===== src/rtl/sipo_rx.sv =====
// Serial-in, parallel-out receiver: packs a qualified bit stream into WIDTH-bit words on a valid/ready port.
// Define SIPO_PARITY_EN to append an even-parity bit to each frame and report parity_err.
module sipo_rx #(
  parameter int WIDTH     = 8,
  parameter bit MSB_FIRST = 1'b1
) (
  input  logic             clk,
  input  logic             rst,
  input  logic             d,
  input  logic             d_valid,
  input  logic             sync_clr,
  output logic [WIDTH-1:0] out_data,
  output logic             out_valid,
  input  logic             out_ready,
  output logic             parity_err,
  output logic             overflow,
  input  logic             ovf_clr
);

  localparam int CW = $clog2(WIDTH + 2);

  typedef enum logic {DATA = 1'b0, PAR = 1'b1} state_t;

  state_t           state, state_nxt;
  logic [WIDTH-1:0] sr, sr_shift, sr_nxt, word;
  logic [CW-1:0]    cnt, cnt_nxt;
  logic             done, drop;
`ifdef SIPO_PARITY_EN
  logic             word_par;
`endif

  always_comb sr_shift = MSB_FIRST ? {sr[WIDTH-2:0], d} : {d, sr[WIDTH-1:1]};

  always_comb begin
    state_nxt = state;
    cnt_nxt   = cnt;
    sr_nxt    = sr;
    done      = 1'b0;
    word      = sr_shift;
`ifdef SIPO_PARITY_EN
    word_par  = 1'b0;
`endif
    // an abort wins over a bit arriving on the same edge
    if (sync_clr) begin
      state_nxt = DATA;
      cnt_nxt   = '0;
    end else if (d_valid) begin
      case (state)
        DATA: begin
          sr_nxt = sr_shift;
          if (cnt == CW'(WIDTH - 1)) begin
`ifdef SIPO_PARITY_EN
            cnt_nxt   = CW'(WIDTH);
            state_nxt = PAR;
`else
            cnt_nxt   = '0;
            done      = 1'b1;
`endif
          end else begin
            cnt_nxt = cnt + CW'(1);
          end
        end
`ifdef SIPO_PARITY_EN
        PAR: begin
          // parity bit is not stored; the word is the already-shifted sr
          word      = sr;
          word_par  = (^sr) ^ d;
          done      = 1'b1;
          cnt_nxt   = '0;
          state_nxt = DATA;
        end
`endif
        default: state_nxt = DATA;
      endcase
    end
  end

  assign drop = done && out_valid && !out_ready;

  always_ff @(posedge clk or posedge rst) begin
    if (rst) begin
      state     <= DATA;
      cnt       <= '0;
      sr        <= '0;
      out_data  <= '0;
      out_valid <= 1'b0;
      overflow  <= 1'b0;
    end else begin
      state <= state_nxt;
      cnt   <= cnt_nxt;
      sr    <= sr_nxt;
      if (done && !drop) begin
        out_data  <= word;
        out_valid <= 1'b1;
      end else if (out_valid && out_ready) begin
        out_valid <= 1'b0;
      end
      if (drop)         overflow <= 1'b1;
      else if (ovf_clr) overflow <= 1'b0;
    end
  end

`ifdef SIPO_PARITY_EN
  always_ff @(posedge clk or posedge rst) begin
    if (rst)                parity_err <= 1'b0;
    else if (done && !drop) parity_err <= word_par;
  end
`else
  assign parity_err = 1'b0;
`endif

endmodule


===== config.mk =====
export PLATFORM = sky130hd
export DESIGN_NAME = sipo_rx
export DESIGN_NICKNAME = d
export VERILOG_FILES = /design/src/rtl/sipo_rx.sv
export SDC_FILE = /design/constraint.sdc
export NUM_CORES = 1
export LEC_CHECK = 0
export BUFFER_PORTS_ARGS = -buffer_cell sky130_fd_sc_hd__buf_2
export CAP_MARGIN = 0
export CORE_MARGIN = 1
export CORE_UTILIZATION = 25
export DETAILED_ROUTE_END_ITERATION = 8
export SLEW_MARGIN = 10
export SYNTH_ARGS = -nofsm -noshare
export SYNTH_HDL_FRONTEND = slang
export SYNTH_SLANG_ARGS = --single-unit
export TNS_END_PERCENT = 50

===== constraint.sdc =====
create_clock -name clk -period 1.5 [get_ports clk]
set_input_delay 0.075 -clock clk [delete_from_list [all_inputs] [get_ports clk]]
set_output_delay 0.075 -clock clk [all_outputs]
set_load 0.01 [all_outputs]

==> results by stage, run 1 <==
Timing:
- The final worst clock skew is 0.000970 ns.
- Setup repair after global routing could not meet its margin everywhere.
- The count of final setup violators is 0.
- The top achievable clock speed is 0.674 GHz.
- Hold timing on the final database bottoms out at a slack of 0.0210 ns.
- The share of the clock period used by the worst path after layout is 0.989.
- The number of hold violations in the final report is 0.
- Once routing completed, OpenROAD measured the worst setup slack at 0.0172 ns.
- The shortest period the worst path allows is 1.48 ns.
- The count of pins over their slew limit was 0.

Run status:
- The flow ran to the end, and the final reports show no timing, DRC or antenna violations.

Critical path:
- Following the worst setup path forward leads to its endpoint at out_data[1].
- The data arrival time of the critical path is 1.67 ns.
- In this run the critical register-to-register path is launched from cnt[0].
- The maximum fanout encountered on the critical timing path is 8.
- The launching element of the worst setup path is cnt[0].
- The nature of the critical path startpoint is a flop.
- The critical path is of the flop to flop type.
- The depth of the worst register-to-register path is 5.
- The endpoint identified for the worst register-to-register timing path is out_data[1].
- The worst register-to-register path has a setup slack of 0.02 ns.
- The required time of the critical path is 1.69 ns.
- STA classifies the critical path endpoint as a flop.

Die:
- The number of ports placed on the die boundary is 18.
- The core region is 0.00334 mm^2.
- The site row count is 21.
- In this run the horizontal extent of the chip is 61.0 um.
- The initial cell density of the core is 0.261.
- The floorplan step set the die height to 61.0 um.
- The die covers 0.00372 mm^2.

Global route:
- The via count of the first global-routing pass came to 543.
- For this run, the total global-route usage over all layers was measured as 0.0908.
- The number of antenna violations at the first check in global routing came to 0.
- Entering global routing, the biggest net connects 22 pins.
- The first-pass GRT wire length is 2400 um.
- The total overflow left after global routing is 0.

Synthesis:
- The fraction of the mapped netlist area in compound gates is 0.0245.
- Of the total synthesized cell area, the portion taken by AND, OR, NAND and NOR gates is 0.111.
- The post-synthesis async set-or-reset flop share is 1.00.
- In the synthesized netlist the dominant register cell turns out to be sky130_fd_sc_hd__dfrtp_1.
- The cell type contributing the most total cell area after synthesis is sky130_fd_sc_hd__dfrtp_1.
- Yosys attributes the largest share of cell area to sky130_fd_sc_hd__dfrtp_1 60%, sky130_fd_sc_hd__mux2_2 19%, sky130_fd_sc_hd__nor4b_4 2.7%, sky130_fd_sc_hd__nand2b_1 2.2%, sky130_fd_sc_hd__ha_1 1.4%.
- Synthesis produced a netlist whose cell count is 63.
- The dominant cell by count in the synthesized netlist is sky130_fd_sc_hd__dfrtp_1.
- After synthesis, the largest family of logic cells by area is multiplexers.
- The share of synthesized area in the top cell type comes to 0.604.
- Of the total synthesized cell area, the portion taken by full adders, half adders and majority gates is 0.0144.
- The number of synthesized register bits is 21.
- Sorting the synthesized cells by how often they occur yields 21 x sky130_fd_sc_hd__dfrtp_1, 15 x sky130_fd_sc_hd__mux2_2, 3 x sky130_fd_sc_hd__inv_1, 3 x sky130_fd_sc_hd__nand2b_1.
- The share of cell area taken by muxes after synthesis is 0.206.
- In this run the cell area of the synthesized design comes to 870 um^2.
- The number of synthesized flops with an enable pin is 0.
- Of the synthesized area, sequential elements account for 0.604.
- The synthesis warning total is 0.
- The post-synthesis average cell area is 13.8 um^2.
- The count of cell types in the netlist is 21.
- When the netlist entered floorplanning its net count stood at 71.
- Of the total synthesized cell area, the portion taken by XOR and XNOR cells is 0.0101.

Power:
- The worst-case IR drop observed on VDD is 0.489 mV.
- The total power is 1.08 mW.
- The ratio of total power to cell area is 973 mW/mm^2.
- The static leakage power is 0.556 nW.

Layout:
- Measured on the finished design, the core utilization comes to 0.333.
- The final layout contains 99 nets.
- The area added between synthesis and finish is 27.9%.
- Of the cells placed in the final design, the portion with a size suffix greater than 1 is 0.500.
- 0 antenna diodes ended up in the layout.
- After the flow finishes, the layout carries non-filler instances totaling 136.

Placement:
- Before CTS, the worst setup slack after placement is -0.0386 ns.
- The HPWL after detailed placement is 1040 um.
- The number of placed instances, taps included, is 129.
- The count of buffers added on input and output ports is 16.
- The placer's final routability congestion estimate is 0.681.

CTS:
- Counting every sink on the clock net gives 21.
- The cell at the root of the clock tree is sky130_fd_sc_hd__clkbuf_4.
- The CTS tree is built.
- CTS built an H-tree with a depth of 1.
- The total CTS buffers is 3.
- The clock passes through at most 2 buffers.
- After clock tree synthesis, the clock-pin slew on the worst setup and hold paths is 0.11 ns.
- The insertion delay of the later-clocked pin in the worst-skew pair is 0.29 ns.

Job:
- The count of maximum capacitance violations is 0.

Worst hold path:
- The worst hold path belongs to the class input pin to flop.

Drt:
- The final route contains 565 vias.
- The first TritonRoute pass finished after 4 iterations.
- The routed length per placed instance is 10.5 um.
- After detailed routing, the number of remaining DRC violations is 0.
- The number of DRC markers after the initial detailed-route iteration is 3.
- The aggregate routed wire length is 1430 um.
- The number of vias per cell after detailed routing is 4.15.
- In this run the remaining antenna-violating nets after routing total 0.
## worst max-delay path, cell delays in order, from the launching register on
cell and delay, ns:
sky130_fd_sc_hd__dfrtp_1 0.37, sky130_fd_sc_hd__ha_2 0.20, sky130_fd_sc_hd__nand2_2 0.07, sky130_fd_sc_hd__nor4b_4 0.22, sky130_fd_sc_hd__buf_6 0.18, sky130_fd_sc_hd__mux2_2 0.34
## layout make-up
| class | instances | area (um^2) |
|---|---|---|
| Fill cell | 341 | 2220 |
| Timing Repair Buffer | 25 | 156 |
| Inverter | 3 | 11.3 |
| Tap cell | 46 | 57.6 |
| Sequential cell | 21 | 526 |
| Multi-Input combinational cell | 37 | 335 |
| Clock buffer | 4 | 26.3 |
## cell usage in the layout, fill, tap and decap left out
cell type,n
sky130_fd_sc_hd__clkbuf_4,3
sky130_fd_sc_hd__nand2b_4,1
sky130_fd_sc_hd__mux2i_1,1
sky130_fd_sc_hd__mux2_4,1
sky130_fd_sc_hd__o22ai_1,1
sky130_fd_sc_hd__or2b_1,1
sky130_fd_sc_hd__dfrtp_1,21
sky130_fd_sc_hd__dlygate4sd3_1,2
sky130_fd_sc_hd__o21ai_0,1
sky130_fd_sc_hd__buf_4,6
sky130_fd_sc_hd__a21oi_1,2
sky130_fd_sc_hd__buf_2,16
sky130_fd_sc_hd__conb_1,1
sky130_fd_sc_hd__xor2_1,1
sky130_fd_sc_hd__nand2b_1,2
sky130_fd_sc_hd__clkbuf_1,1
sky130_fd_sc_hd__buf_6,1
sky130_fd_sc_hd__or3_1,2
sky130_fd_sc_hd__nor4b_4,1
sky130_fd_sc_hd__mux2_2,14
sky130_fd_sc_hd__inv_1,3
sky130_fd_sc_hd__nand2_2,1
sky130_fd_sc_hd__ha_2,1
sky130_fd_sc_hd__nor2b_1,1
sky130_fd_sc_hd__nand2_1,2
sky130_fd_sc_hd__nor2_1,2
sky130_fd_sc_hd__nand4_1,1
## report_power, final
part	internal, mW	switching, mW	total [mW]
registers	0.641	0.0485	0.690
logic	0.0828	0.0487	0.132
clock network	0.104	0.157	0.260
## layer usage
layer	part of all wire	wire, um	up-vias	global-route usage
met5	0	0	-	0
met4	0.0063	9	0	0.0195
met3	0.056	80	2	0.0384
met2	0.46	651	16	0.141
met1	0.48	684	279	0.119
li1	-	-	268	-
## state kept, by name (all words and copies together), names as in the netlist
register,flops
cnt,4
out_data,8
sr,7
out_valid,1
overflow,1
## worst min path at each step
stage,start,end,slack [ns],cells past startpoint
floorplan,rst,cnt[0],0.05,1
global placement,rst,sr[0],0.11,3
detailed placement,rst,out_data[1],0.12,3
CTS,d,sr[0],0.01,2
global route,d,out_data[0],0.01,2
finish,d,sr[0],0.02,2
## repair_timing
action / in CTS / in global routing
hold buffers: 2 / 0
hold endpoints to repair: 22 / 0
setup buffers: 1 / 0
pin swaps: 2 / 1
setup endpoints to repair: 8 / 8
resized for setup: 1 / 2
## kinds of logic (layout without fill, tap and decap cells)
| group | Yosys count | after routing |
|---|---|---|
| AOI/OAI and AO/OA | 4 | 4 |
| xor gates and xnor gates | 1 | 1 |
| adders and majority gates | 1 | 1 |
| buffers and inverters | 5 | 32 |
| DFF | 21 | 21 |
| muxes | 16 | 16 |
| other | 1 | 1 |
| and+or+nand+nor | 14 | 14 |
## stage by stage
stage | instance area, um^2 | TNS, ns
after floorplan | 872 | -0.714
after detailed placement | 1040 | -0.257
after global routing | 1110 | -0.206
after CTS | 1100 | 0
final | 1110 | 0
after global placement | 1040 | 0
Note: power is estimated with default switching activity, not from simulation.
==> run 2, diff against run 1 <==
--- a/config.mk
+++ b/config.mk
@@ -7,9 +7,10 @@
 export LEC_CHECK = 0
 export BUFFER_PORTS_ARGS = -buffer_cell sky130_fd_sc_hd__buf_2
 export CAP_MARGIN = 0
-export CORE_MARGIN = 1
-export CORE_UTILIZATION = 25
+export CORE_MARGIN = 4
+export CORE_UTILIZATION = 46
 export DETAILED_ROUTE_END_ITERATION = 8
+export PLACE_DENSITY = 0.72
 export SLEW_MARGIN = 10
 export SYNTH_ARGS = -nofsm -noshare
 export SYNTH_HDL_FRONTEND = slang
==> run 2 against run 1 <==
The run now ends with setup timing left. Register-to-register slack got worse by 0.03 ns. Sequential cell count stayed put. Combinational power about the same. Utilization rose by 29 points. Die area shrank 29%. Largest cell class unchanged. Count of clock-buffer cells in the layout stayed put. First-iteration DRC count grew 33%. Critical path type unchanged.
==> results by stage, run 2 (same netlist as run 1, synthesis figures left out) <==
Run status:
- The run finished, with violations left.
- The checks that failed: setup timing.

Timing:
- The count of final setup violators is 8 (+8).
- The top achievable clock speed was 0.659 GHz (-2.3%).
- The number of hold violations in the final report is 0 (unchanged).
- The final sum of negative setup slack is -0.0900 ns (-0.0900 ns).
- The share of the clock period used by the worst path after layout is 1.01 (+0.0231).
- The shortest period the worst path allows was 1.52 ns (+0.0346 ns).
- The final worst clock skew was 0.00374 ns (+0.00277 ns).
- Setup repair after global routing could not meet its margin everywhere.
- The count of pins over their slew limit is 0 (unchanged).
- The slack of the critical path was -0.0175 ns (-0.0346 ns).

Die:
- The number of ports placed on the die boundary is 18 (unchanged).
- The x dimension of the die is 51.5 um (-16%).
- The initial cell density of the core came to 0.493 (+0.232).
- The overall die height is 51.5 um (-16%).
- The site row count is 15 (-29%).
- The full die area is 0.00265 mm^2 (-29%).
- The placeable core region is 0.00176 mm^2 (-47%).

CTS:
- The number of clock sinks seen by CTS is 21 (unchanged).
- The total CTS buffers was 3 (unchanged).
- The CTS H-tree depth came to 1 (unchanged).
- The clock input transition at the sequential cells of the worst setup and hold paths came to 0.10 ns (about the same).
- TritonCTS built the clock tree.
- The tree is rooted in a sky130_fd_sc_hd__clkbuf_4.
- The deepest clock path buffer count is 2 (unchanged).
- The insertion delay of the later-clocked pin in the worst-skew pair was 0.29 ns (about the same).

Power:
- The maximum VDD drop is 0.731 mV (+50%).
- The static leakage power is 0.562 nW (+1.1%).
- The total power is 1.08 mW (-0.20%).
- The ratio of total power to cell area came to 981 mW/mm^2 (+0.82%).

Layout:
- The count of inserted antenna diode cells came to 0 (unchanged).
- In the layout the commonest cells are 21 x sky130_fd_sc_hd__dfrtp_1, 16 x sky130_fd_sc_hd__buf_2, 8 x sky130_fd_sc_hd__mux2_4, 7 x sky130_fd_sc_hd__mux2_2, 7 x sky130_fd_sc_hd__buf_4.
- The ratio of cells with drive above 1 in the final layout came to 0.489 (-0.0111).
- Counting flops per register, the top entry is out_data.
- The largest registers in the layout are out_data (8), sr (7), cnt (4).
- The finished layout cell area was 0.00110 mm^2 (-1.0%).
- The sequential cell area is 526 um^2 (unchanged).
- The most common cell after layout, fill and taps aside is sky130_fd_sc_hd__dfrtp_1.
- The count of nets after finishing is 99 (unchanged).
- The multi-input gate area in the final layout came to 354 um^2 (+5.6%).
- The number of flip-flops under the largest register name came to 8 (unchanged).
- Relative to the synthesized area, the layout overhead comes to 26.6%.
- The number of inserted filler cells in the final layout is 160 (-53%).

Global route:
- The total overflow reported by the global router is 0 (unchanged).
- The met1 global-route usage is 0.150 (+0.0311).
- The most used routing layer in global routing is met2.
- The maximum number of pins on one net before global-route repair is 22 (unchanged).
- The via count of the first global-routing pass is 572 (+5.3%).
- The fraction of met3 tracks used by global routing was 0.0612 (+0.0228).
- The first-pass GRT wire length is 2530 um (+5.2%).
- The global-route track usage on met2 is 0.222 (+0.0812).
- The number of antenna violations at the first check in global routing is 0 (unchanged).
- The all-layer global routing usage is 0.131 (+0.0401).

Drt:
- The total via count in the routed design was 548 (-3.0%).
- The number of antenna-violating nets in the routed design came to 0 (unchanged).
- The residual DRC count is 0 (unchanged).
- The number of DRC markers after the initial detailed-route iteration came to 4 (+1).
- The routed length per placed instance is 12.9 um (+23%).
- The aggregate routed wire length was 1490 um (+4.4%).
- The first-pass detailed-route iteration total is 2 (-2).
- The number of vias per cell after detailed routing is 4.77 (+15%).

Critical path:
- The data arrival time of the critical path came to 1.70 ns (+0.03 ns).
- The maximum fanout encountered on the critical timing path is 4 (-4).
- The setup slack of the most critical reg-to-reg path is -0.02 ns (-0.03 ns).
- The critical path goes through ha_2 > nand2_2 > nor4b_4 > buf_4 > mux2_4.
- The critical path's largest stage delay is 0.37 ns (about the same).
- The nature of the critical path startpoint is a flop.
- The slowest stage cell on the critical path is sky130_fd_sc_hd__dfrtp_1.
- The required time of the critical path is 1.68 ns (about the same).
- STA classifies the critical path endpoint as a flop.
- The critical path is of the flop to flop type.

Placement:
- The placed wire-length estimate after detailed placement is 1100 um (+5.8%).
- The placer's final routability congestion estimate came to 0.757 (+11%).
- The total cell area at the placement stage is 0.00102 mm^2 (-1.8%).
- The number of input and output port buffers inserted was 16 (unchanged).

Worst hold path:
- The path type of the worst min-delay path is input pin to flop.

Job:
- The count of maximum capacitance violations is 0 (unchanged).
[run 2: cell count changes in the layout (fill, tap and decap cells not counted)]
cell                       previous run  this run
sky130_fd_sc_hd__buf_4                6         7
sky130_fd_sc_hd__buf_6                1         0
sky130_fd_sc_hd__mux2_2              14         7
sky130_fd_sc_hd__nand2b_1             2         3
sky130_fd_sc_hd__mux2_4               1         8
sky130_fd_sc_hd__nand2b_4             1         0
[run 2: per-layer routing]
metal  vias up  routed length [um]
met5         -                   0
met4         0                  13
met3         2                  90
met2        14                 753
met1       266                 631
li1        266                   -
[run 2: power breakdown]
part           total, mW  switching [mW]  leakage, nW  internal, mW
clock              0.255           0.152       0.0150         0.103
sequential         0.692          0.0506        0.278         0.642
combinational      0.132          0.0493        0.269        0.0829
total               1.08           0.252        0.562         0.828
[run 2: cell type report]
class	instances	area share
multi-input combinational	37	0.322
sequential	21	0.477
timing repair buffer	25	0.139
inverter	3	0.0102
tap	25	0.0284
clock buffer	4	0.0239
[run 2: worst paths after layout]
kind                                   from           to  cells after the start
worst min-delay path                      d  out_data[0]                      2
worst min register to register  out_data[7]  out_data[7]                      1
min in group asynchronous               rst  out_data[6]                      4
max in group asynchronous               rst       cnt[0]                      4
worst max-delay path                 cnt[0]  out_data[2]                      5
worst max register to register       cnt[0]  out_data[2]                      5
[run 2: repair_timing]
action                                  4_1_cts  5_1_grt
hold endpoints to repair                     22        0
setup buffers                                 0        0
hold buffers                                  2        0
endpoints found under the setup margin        8        8
pin swaps                                     0        2
resized for setup                             3        5
cloned                                        0        0
[run 2: worst max-delay path: cells and delay by family (launching register included)]
kind | cells | cell delay (ns)
multiplexers | 1 | 0.30
adder cells (fa/ha/maj) | 1 | 0.19
AND/OR/NAND/NOR | 2 | 0.36
flip-flops | 1 | 0.37
buffers and inverters | 1 | 0.19
[run 2: through the flow]
step / setup WS [ns] / cells / util / hold WS, ns
floorplan: -0.0894 / 63 / - / 0.0515
global placement: 0.0206 / 109 / 0.581 / 0.110
detailed placement: -0.0178 / 109 / 0.581 / 0.122
CTS: -0.0380 / 115 / 0.613 / 0.0175
global route: -0.0987 / 115 / 0.624 / 0.0213
finish: -0.0175 / 115 / 0.624 / 0.0333
==> run 3, diff against run 2 <==
--- a/config.mk
+++ b/config.mk
@@ -5,7 +5,7 @@
 export SDC_FILE = /design/constraint.sdc
 export NUM_CORES = 1
 export LEC_CHECK = 0
-export BUFFER_PORTS_ARGS = -buffer_cell sky130_fd_sc_hd__buf_2
+export BUFFER_PORTS_ARGS = -buffer_cell sky130_fd_sc_hd__clkbuf_2
 export CAP_MARGIN = 0
 export CORE_MARGIN = 4
 export CORE_UTILIZATION = 46
==> run 3 against run 2 <==
The flow now finishes without violations. Non-clock buffer count rose by 6. Final cell count rose by 5.2%. Total power rose by 1.8%. Register-to-register slack improved by 0.04 ns. Wire length rose by 8.0%. Utilization rose by 3.0 points. Critical endpoint is now out_data[1]. Largest cell class unchanged.
==> results by stage, run 3 (same netlist as run 1, synthesis figures left out) <==
Worst hold path:
- The path type of the worst min-delay path is input pin to flop.
- In this run the most critical hold path is launched from d.

Layout:
- The finished layout cell area is 0.00115 mm^2 (+4.8%).
- The number of flip-flops under the largest register name was 8 (unchanged).
- The count of nets after finishing is 105 (+6.1%).
- The ratio of cells with drive above 1 in the final layout was 0.531 (+0.0424).
- In the layout the commonest cells are 21 x sky130_fd_sc_hd__dfrtp_1, 16 x sky130_fd_sc_hd__clkbuf_2, 13 x sky130_fd_sc_hd__buf_4, 8 x sky130_fd_sc_hd__mux2_4, 7 x sky130_fd_sc_hd__mux2_2.
- The area added between synthesis and finish is 32.7%.
- The count of inserted antenna diode cells is 0 (unchanged).
- The multi-input gate area in the final layout came to 362 um^2 (+2.1%).
- The number of inserted filler cells in the final layout is 141 (-12%).
- The sequential cell area is 526 um^2 (unchanged).
- The largest registers in the layout are out_data (8), sr (7), cnt (4).
- The library cell used most frequently in the layout, excluding fill and tap cells, is sky130_fd_sc_hd__dfrtp_1.
- The register with the most flip-flops in the final layout is out_data.

Critical path:
- The maximum fanout encountered on the critical timing path came to 4 (unchanged).
- The required time of the critical path was 1.68 ns (about the same).
- The category of the critical setup timing path is flop to flop.
- In this run the worst setup path begins at cnt[3].
- The setup slack of the most critical reg-to-reg path is 0.02 ns (+0.04 ns).
- The worst setup path is launched from a flop.
- The capture point of the worst reg-to-reg path is out_data[1].
- The endpoint of the worst setup timing path is out_data[1].
- The depth of the worst register-to-register path is 4 (-1).
- The worst register-to-register path begins at cnt[3].
- The data arrival time of the critical path was 1.66 ns (-0.04 ns).
- The worst setup path is captured at a flop.

Global route:
- The total overflow reported by the global router is 0 (unchanged).
- The all-layer global routing usage is 0.147 (+0.0161).
- The number of antenna violations at the first check in global routing came to 0 (unchanged).
- The first-pass GRT wire length is 2800 um (+11%).
- The via count of the first global-routing pass is 621 (+8.6%).
- The maximum number of pins on one net before global-route repair came to 22 (unchanged).

Placement:
- The placer's final routability congestion estimate came to 0.721 (-4.7%).
- The total cell area at the placement stage is 0.00102 mm^2 (unchanged).
- The worst setup timing slack at the placement stage is -0.000607 ns (+0.0172 ns).
- The placed wire-length estimate after detailed placement is 1110 um (+1.6%).
- The number of input and output port buffers inserted is 16 (unchanged).

CTS:
- The total CTS buffers was 3 (unchanged).
- The cell at the root of the clock tree is sky130_fd_sc_hd__clkbuf_4.
- The deepest clock path buffer count came to 2 (unchanged).
- The CTS tree is built.
- The CTS H-tree depth came to 1 (unchanged).
- The clock input transition at the sequential cells of the worst setup and hold paths is 0.11 ns (about the same).
- The insertion delay of the later-clocked pin in the worst-skew pair came to 0.29 ns (about the same).
- The number of clock sinks seen by CTS came to 21 (unchanged).

Timing:
- The slack of the critical path is 0.0212 ns (+0.0387 ns).
- The shortest period the worst path allows is 1.48 ns (-0.0387 ns).
- The final worst clock skew is 0.00891 ns (+0.00517 ns).
- The count of pins over their slew limit is 0 (unchanged).
- Setup repair after global routing could not meet its margin everywhere.
- The number of hold violations in the final report came to 0 (unchanged).
- The count of final setup violators is 0 (-8).
- The share of the clock period used by the worst path after layout was 0.986 (-0.0258).
- The top achievable clock speed is 0.676 GHz (+2.6%).

Die:
- The x dimension of the die is 51.5 um (unchanged).
- The number of ports placed on the die boundary was 18 (unchanged).
- The initial cell density of the core is 0.493 (unchanged).
- The site row count is 15 (unchanged).
- The full die area is 0.00265 mm^2 (unchanged).
- The overall die height was 51.5 um (unchanged).
- The placeable core region came to 0.00176 mm^2 (unchanged).

Power:
- The ratio of total power to cell area is 952 mW/mm^2 (-2.9%).
- The total power came to 1.10 mW (+1.8%).
- The maximum VDD drop is 0.730 mV (-0.16%).
- The static leakage power is 0.585 nW (+4.1%).

Job:
- The count of maximum capacitance violations came to 0 (unchanged).

Drt:
- The total via count in the routed design came to 580 (+5.8%).
- The routed length per placed instance is 13.3 um (+2.6%).
- The number of antenna-violating nets in the routed design came to 0 (unchanged).
- The number of DRC markers after the initial detailed-route iteration came to 7 (+3).
- The top routing layer in use is met4.
- The first-pass detailed-route iteration total is 2 (unchanged).
- The routed wire length on met2 was 825 um (+9.6%).
- The detailed-routed wire length on met3 is 57 um (-37%).
- The aggregate routed wire length was 1610 um (+8.0%).
- The number of vias per cell after detailed routing is 4.79 (+0.59%).
- The residual DRC count is 0 (unchanged).
- The met1 layer wirelength in the final routing was 710 um (+13%).

Run status:
- The flow ran to the end, and the final reports show no timing, DRC or antenna violations.
## run 3: cell count changes in the layout (fill, tap and decap cells not counted)
cell	change
sky130_fd_sc_hd__clkbuf_2	+16
sky130_fd_sc_hd__buf_4	+6
sky130_fd_sc_hd__nand2b_1	-1
sky130_fd_sc_hd__buf_2	-16
sky130_fd_sc_hd__nand2b_4	+1
## run 3: final cells by class
cell class / instances / area share
tap: 25 / 0.0271
clock buffer: 4 / 0.0228
multi-input combinational: 37 / 0.313
sequential: 21 / 0.456
inverter: 3 / 0.00976
timing repair buffer: 31 / 0.171
## run 3: stage by stage
| stage | utilization | setup TNS [ns] | cells | hold slack [ns] |
|---|---|---|---|---|
| after CTS | 0.628 | -0.000209 | 118 | 0.0223 |
| after global placement | 0.581 | 0 | 109 | 0.0921 |
| final | 0.654 | 0 | 121 | 0.0299 |
| after detailed placement | 0.581 | -0.00142 | 109 | 0.103 |
| after floorplan | - | -0.714 | 63 | 0.0515 |
| after global routing | 0.654 | -0.323 | 121 | 0.0324 |
## run 3: where the power goes
part           switching, mW  internal [mW]
Clock                  0.156          0.103
Sequential            0.0563          0.642
Combinational         0.0523         0.0890
Total                  0.265          0.834
## run 3: worst min path at each step
stage | endpoint | slack (ns) | cells past startpoint
2_1_floorplan | cnt[0] | 0.05 | 1
3_3_place_gp | sr[3] | 0.09 | 3
3_5_place_dp | out_data[3] | 0.10 | 3
4_1_cts | sr[0] | 0.02 | 2
5_1_grt | sr[0] | 0.03 | 2
6_report | sr[0] | 0.03 | 2
## run 3: metal layers
layer  vias to the layer above  global-route usage
met5                         -                   0
met4                         0              0.0524
met3                         2              0.0525
met2                        12               0.250
met1                       284               0.169
li1                        282                   -
## run 3: repair_timing
action | CTS | global route
setup buffers | 3 | 3
endpoints found under the setup margin | 8 | 9
pin swaps | 2 | 0
gates resized for setup | 3 | 6
hold endpoints to repair | 22 | 0
hold buffers | 2 | 0
## run 3: critical path, stage by stage (launching register included)
cell and delay (ns):
sky130_fd_sc_hd__dfrtp_1 0.42, sky130_fd_sc_hd__nand2b_4 0.16, sky130_fd_sc_hd__nor4b_4 0.28, sky130_fd_sc_hd__buf_4 0.20
sky130_fd_sc_hd__mux2_4 0.30
